===== src/rtl/cpu_pkg.sv =====
// Shared definitions for the MIPS pipeline: MEM-stage FSM states, WB control
// bit positions and the MEM/WB pipeline register payload with its bubble value.
package cpu_pkg;

  typedef enum logic {
    IDLE = 1'b0,
    REQ  = 1'b1
  } state_t;

  localparam int WB_REGWRITE = 0;
  localparam int WB_MEMTOREG = 1;

  typedef struct packed {
    logic [1:0]  wb;
    logic [31:0] mem_data;
    logic [31:0] alu_result;
    logic [4:0]  reg_dst;
  } mem_wb_t;

  // A bubble writes nothing back, so every field is simply zero.
  localparam mem_wb_t MEM_WB_BUBBLE = '0;

endpackage


===== src/rtl/mem_wb_reg.sv =====
// MEM/WB pipeline register: each edge either captures the stage result or
// inserts a bubble.
module mem_wb_reg
  import cpu_pkg::*;
(
  input  logic    clk,
  input  logic    startin,
  input  logic    load,
  input  mem_wb_t d,
  output mem_wb_t q
);

  // Capture the new payload or squash to a bubble.
  // NOTE: sequential state is written with <= so every register samples the
  // pre-edge values, independent of statement order.
  always_ff @(posedge clk or posedge startin) begin
    if (startin) begin
      q <= MEM_WB_BUBBLE;
    end else if (load) begin
      q <= d;
    end else begin
      q <= MEM_WB_BUBBLE;
    end
  end

endmodule


===== src/rtl/mem_access_stage.sv =====
// MEM stage of the 5-stage MIPS pipeline. Issues one data-memory access at a
// time over a req/ack bus, stalls upstream while it is outstanding, and feeds
// the MEM/WB register. Optional macro DMEM_TIMEOUT_EN adds an abort after
// TIMEOUT_CYCLES request cycles without ack, reported on sticky dmem_err.
module mem_access_stage
  import cpu_pkg::*;
#(
  parameter int ADDR_W         = 32,
  parameter int TIMEOUT_CYCLES = 255
) (
  input  logic              clk,
  input  logic              startin,
  input  logic [1:0]        MEM_wb,
  input  logic              MEM_mem_read,
  input  logic              MEM_mem_write,
  input  logic [31:0]       MEM_alu_result,
  input  logic [31:0]       MEM_forward_b_mux_out,
  input  logic [4:0]        MEM_reg_dst_mux_out,
  output logic              dmem_req,
  output logic              dmem_we,
  output logic [ADDR_W-1:0] dmem_addr,
  output logic [31:0]       dmem_wdata,
  input  logic              dmem_ack,
  input  logic [31:0]       dmem_rdata,
  output logic              mem_stall,
  output logic [1:0]        WB_wb,
  output logic [31:0]       WB_mem_data,
  output logic [31:0]       WB_alu_result,
  output logic [4:0]        WB_reg_dst,
  output logic              dmem_err
);

  state_t  state;
  logic    mem_op;
  logic    is_load;
  logic    timeout_hit;
  logic    done;
  logic    wb_load;
  mem_wb_t wb_next;
  mem_wb_t wb_q;

  assign mem_op  = MEM_mem_read | MEM_mem_write;
  // A simultaneous read and write is handled as a store.
  assign is_load = MEM_mem_read & ~MEM_mem_write;
  assign done    = dmem_ack | timeout_hit;

  // Stall while an access is pending; release in the completing cycle so
  // EX/MEM advances on the same edge that retires the access.
  assign mem_stall = (state == IDLE) ? mem_op : ~done;

  // Sequence the bus: issue from IDLE, hold everything in REQ until done.
  always_ff @(posedge clk or posedge startin) begin
    if (startin) begin
      state      <= IDLE;
      dmem_req   <= 1'b0;
      dmem_we    <= 1'b0;
      dmem_addr  <= '0;
      dmem_wdata <= '0;
    end else begin
      case (state)
        IDLE: begin
          if (mem_op) begin
            state      <= REQ;
            dmem_req   <= 1'b1;
            dmem_we    <= MEM_mem_write;
            dmem_addr  <= MEM_alu_result[ADDR_W-1:0];
            dmem_wdata <= MEM_forward_b_mux_out;
          end
        end
        REQ: begin
          if (done) begin
            state    <= IDLE;
            dmem_req <= 1'b0;
          end
        end
        default: state <= IDLE;
      endcase
    end
  end

`ifdef DMEM_TIMEOUT_EN
  localparam int CNT_W = (TIMEOUT_CYCLES > 2) ? $clog2(TIMEOUT_CYCLES) : 1;
  localparam logic [CNT_W-1:0] CNT_LIMIT = CNT_W'(TIMEOUT_CYCLES - 1);

  logic [CNT_W-1:0] to_cnt;

  assign timeout_hit = (state == REQ) && !dmem_ack && (to_cnt == CNT_LIMIT);

  // Count unacknowledged REQ cycles; flag an abort until the next reset.
  always_ff @(posedge clk or posedge startin) begin
    if (startin) begin
      to_cnt   <= '0;
      dmem_err <= 1'b0;
    end else begin
      if (state == IDLE && mem_op) begin
        to_cnt <= '0;
      end else if (state == REQ && !dmem_ack) begin
        to_cnt <= to_cnt + 1'b1;
      end
      if (timeout_hit) begin
        dmem_err <= 1'b1;
      end
    end
  end
`else
  assign timeout_hit = 1'b0;
  assign dmem_err    = 1'b0;
`endif

  // Build the MEM/WB payload and decide between a real result and a bubble.
  // NOTE: every signal assigned here gets a default first, so no path can
  // leave one unassigned and infer a latch.
  always_comb begin
    wb_load = 1'b0;
    wb_next = MEM_WB_BUBBLE;
    if (state == IDLE) begin
      wb_load = ~mem_op;
    end else begin
      wb_load = done;
    end
    wb_next.wb[WB_REGWRITE] = MEM_wb[WB_REGWRITE] & ~timeout_hit;
    wb_next.wb[WB_MEMTOREG] = MEM_wb[WB_MEMTOREG] & ~timeout_hit;
    wb_next.alu_result      = MEM_alu_result;
    wb_next.reg_dst         = MEM_reg_dst_mux_out;
    if (state == REQ && dmem_ack && is_load) begin
      wb_next.mem_data = dmem_rdata;
    end
  end

  mem_wb_reg u_mem_wb_reg (
    .clk     (clk),
    .startin (startin),
    .load    (wb_load),
    .d       (wb_next),
    .q       (wb_q)
  );

  assign WB_wb         = wb_q.wb;
  assign WB_mem_data   = wb_q.mem_data;
  assign WB_alu_result = wb_q.alu_result;
  assign WB_reg_dst    = wb_q.reg_dst;

endmodule


===== config.mk =====
export PLATFORM = sky130hd
export DESIGN_NAME = mem_access_stage
export DESIGN_NICKNAME = d
export VERILOG_FILES = /design/src/rtl/cpu_pkg.sv /design/src/rtl/mem_wb_reg.sv /design/src/rtl/mem_access_stage.sv
export SDC_FILE = /design/constraint.sdc
export NUM_CORES = 1
export LEC_CHECK = 0
export ABC_AREA = 1
export ABC_CLOCK_PERIOD_IN_PS = 12050
export BUFFER_PORTS_ARGS = -buffer_cell sky130_fd_sc_hd__buf_2
export CAP_MARGIN = 30
export CORE_MARGIN = 5
export CORE_UTILIZATION = 45
export CTS_BUF_LIST = sky130_fd_sc_hd__clkbuf_4 sky130_fd_sc_hd__clkbuf_8
export CTS_CLUSTER_SIZE = 12
export DETAILED_ROUTE_END_ITERATION = 10
export PLACE_DENSITY = 0.78
export SYNTH_ARGS = -nofsm -noshare
export SYNTH_HDL_FRONTEND = slang
export SYNTH_SLANG_ARGS = --single-unit

===== constraint.sdc =====
create_clock -name clk -period 12.05 [get_ports clk]
set_input_delay 1.8075 -clock clk [delete_from_list [all_inputs] [get_ports clk]]
set_output_delay 1.8075 -clock clk [all_outputs]
set_load 0.02 [all_outputs]

==> impl_results.md <==
* Status: complete, no violations
* Global-route wire length before repair at 19,600 µm
* Asr flop ratio synth at 1.00
* Skew-Pair Late Insertion Delay at 0.43 ns
* WS Path Type: in2out
* Synthesized net count at 618
* Die area at 13,200 µm²
* Cell with the most instances after synthesis: nand2_1
* Vias in the first global route at 4,032
* Final RePlAce weighted congestion at 0.800
* Inst Count DP at 879
* Via count at 4,017
* Slew @ Worst Pin at 0.682 ns
* Total wire length at 12,400 µm
* HP Class: reg2reg
* Final setup vio count at 0
* Starting density of the core at 0.458
* Crit-path cells: buf_2 -> o21ai_4 -> buf_4 -> nand2_1 -> buf_2
* Worst-path clk slew at 0.07 ns
* Clock skew at 0.0142 ns
* Critical Path Start Type: primary input
* Root buf cell: clkbuf_8
* TritonCTS clock tree: built
* Fin. Hold Viols at 0
* I/O pin count at 247
* P_sw at 0.000515 W
* Crit end category: primary output
* Antenna cell count at 0
* Synth Register Bits at 138
* EDFF count, synth at 0
* Max-slew violations at 0
* Cell Int Power at 0.000922 W
* Maxcap violations at 0
* Fin nets at 867
* FMAX at 208 MHz
* Post-CTS Hold Fix Bufs at 0
* Synth unique cells at 12
* Largest net degree at the start of global routing at 76
* Pwr Density at 214 nW/µm²
* RSZ-0062 raised after global routing: no
* Final setup TNS at 0 ns
* Sequential area share after synthesis at 0.699
* Drt pass-1 iters at 6
* Sw frac at 0.359
* DR vias/cell at 4.40
* Mean post-synth cell area at 9.69 µm²
* Mapped Cells at 510
* Slew margin rel. at 0.545
* Reg power frac at 0.426
* VDD IR max at 125 µV
* Die height at 115 µm
* Ys flop type: dfrtp_1
* Synth Cell Area at 4940 µm²
* Clock sink count at 138
* Area Overhead vs Synth at 36.0%
* Initial antenna violation count at 0
* Top-area cell type share of the netlist area at 0.699
* Total Routing Usage GR at 0.191
* WL/cell at 13.6 µm
* DR iter-0 viols at 220
* Row cnt at 38
* # DRC at 0
* Hold Worst Slack at 0.476 ns
* Final HPWL DP at 9030 µm
* ANT nets after route at 0
* Leakage power at 4.22 nW
* Cts bufs inserted at 17
* Min Clock Period, post-route at 4.81 ns
* Fin cells at 912
* CP max stage cell: buf_4
* Top cells by area, synth: dfrtp_1 70%, nand2_1 15%, inv_1 5.8%, nor2_1 5.4%, buf_4 1.2%
* PostCTS Resize Cnt at 0
* CP peak stage delay at 0.54 ns
* Congestion Overflow GR at 0
* Htree depth at 4
* Leading area contributor after synthesis: dfrtp_1
* Required @ worst endpoint at 10.24 ns
* Tcrit/Tclk final at 0.399
* Crit Path Max Fanout at 66
* Die Wd at 115 µm
* Clock group share of total power at 0.283
* Fraction of layout instances using a drive strength above 1 at 0.370
* Count of input and output buffers at 245
* Crit path DAT at 3.00 ns
* Top cells by count, synth: 199 x nand2_1, 138 x dfrtp_1, 76 x inv_1
* Ys Warns at 0
* Core area at 10,800 µm²
* Clock Path Buffers at 2
* Logic gate share of total power at 0.291
* Critical path's most frequent cell: buf_2
* Post-CTS setup buffer count at 0
## power by group through the flow
stage | Clock, W | Sequential, W | Combinational [W]
floorplan | 0 | 0.000744 | 0.000136
global placement | 0 | 0.000615 | 0.000412
detailed placement | 0 | 0.000619 | 0.000424
CTS | 0.000419 | 0.000612 | 0.000425
global route | 0.000437 | 0.000624 | 0.000459
finish | 0.000407 | 0.000611 | 0.000418
## through the flow
step	util	total power [W]	cell area, µm²	worst slack (ns)
global route	0.623	0.00152	6720	7.17
floorplan	-	0.000881	4940	6.55
finish	0.623	0.00144	6720	7.24
CTS	0.620	0.00146	6690	7.24
global placement	0.576	0.00103	6220	7.27
detailed placement	0.580	0.00104	6250	7.24
## cell families after synthesis
logic type / after synthesis / synth area share
DFF: 138 / 0.699
and+or+nand+nor: 272 / 0.208
buffers and inverters: 97 / 0.0894
AOI/OAI and AO/OA: 2 / 0.00279
other: 1 / 0.000759
## worst max-delay path, delay by kind of cell
kind / cells / cell delay, ns
AO/OA/AOI/OAI: 1 / 0.13
buffers and inverters: 3 / 0.88
AND/OR/NAND/NOR: 1 / 0.17
## routing by layer
layer  wire [µm]  share of wire  up-vias  GRT usage
met4         145          0.012        0     0.0603
met1        4660           0.38     1883      0.230
met2        6340           0.51      168      0.321
met5           0              0        -          0
met3        1250           0.10       14     0.0732
li1            -              -     1952          -
## final cells by class
cell class,count,area (µm²)
Inverter,76,290
Sequential cell,138,3450
Fill cell,936,4070
Timing Repair Buffer,251,1310
Multi-Input combinational cell,275,1050
Clock buffer,18,241
Clock inverter,14,195
Tap cell,140,175
## layout by cell type, fill, tap and decap left out, drive strengths merged
master,instances
nand2,200
nand3b,1
inv,78
clkinv,4
buf,251
bufinv,4
conb,1
dfrtp,138
clkbuf,18
o21ai,1
clkinvlp,4
a21oi,1
nor2,71
## flip-flops by register name, indices dropped and copies added, names as in the netlist
register,cells
dmem_addr,32
u_mem_wb_reg.q,71
dmem_wdata,32
dmem_req,1
dmem_we,1
state,1
## path summary, 6_finish.rpt
check,start,to,slack (ns),cells after the start
min reg2reg,dmem_addr[10],dmem_addr[10],0.48,2
max,MEM_mem_read,mem_stall,7.24,5
min in group asynchronous,startin,u_mem_wb_reg.q[63],1.44,2
max in group asynchronous,startin,u_mem_wb_reg.q[43],9.68,4
min,dmem_addr[10],dmem_addr[10],0.48,2
max reg2reg,state,u_mem_wb_reg.q[1],10.20,6
(Power assumes the default switching activity.)
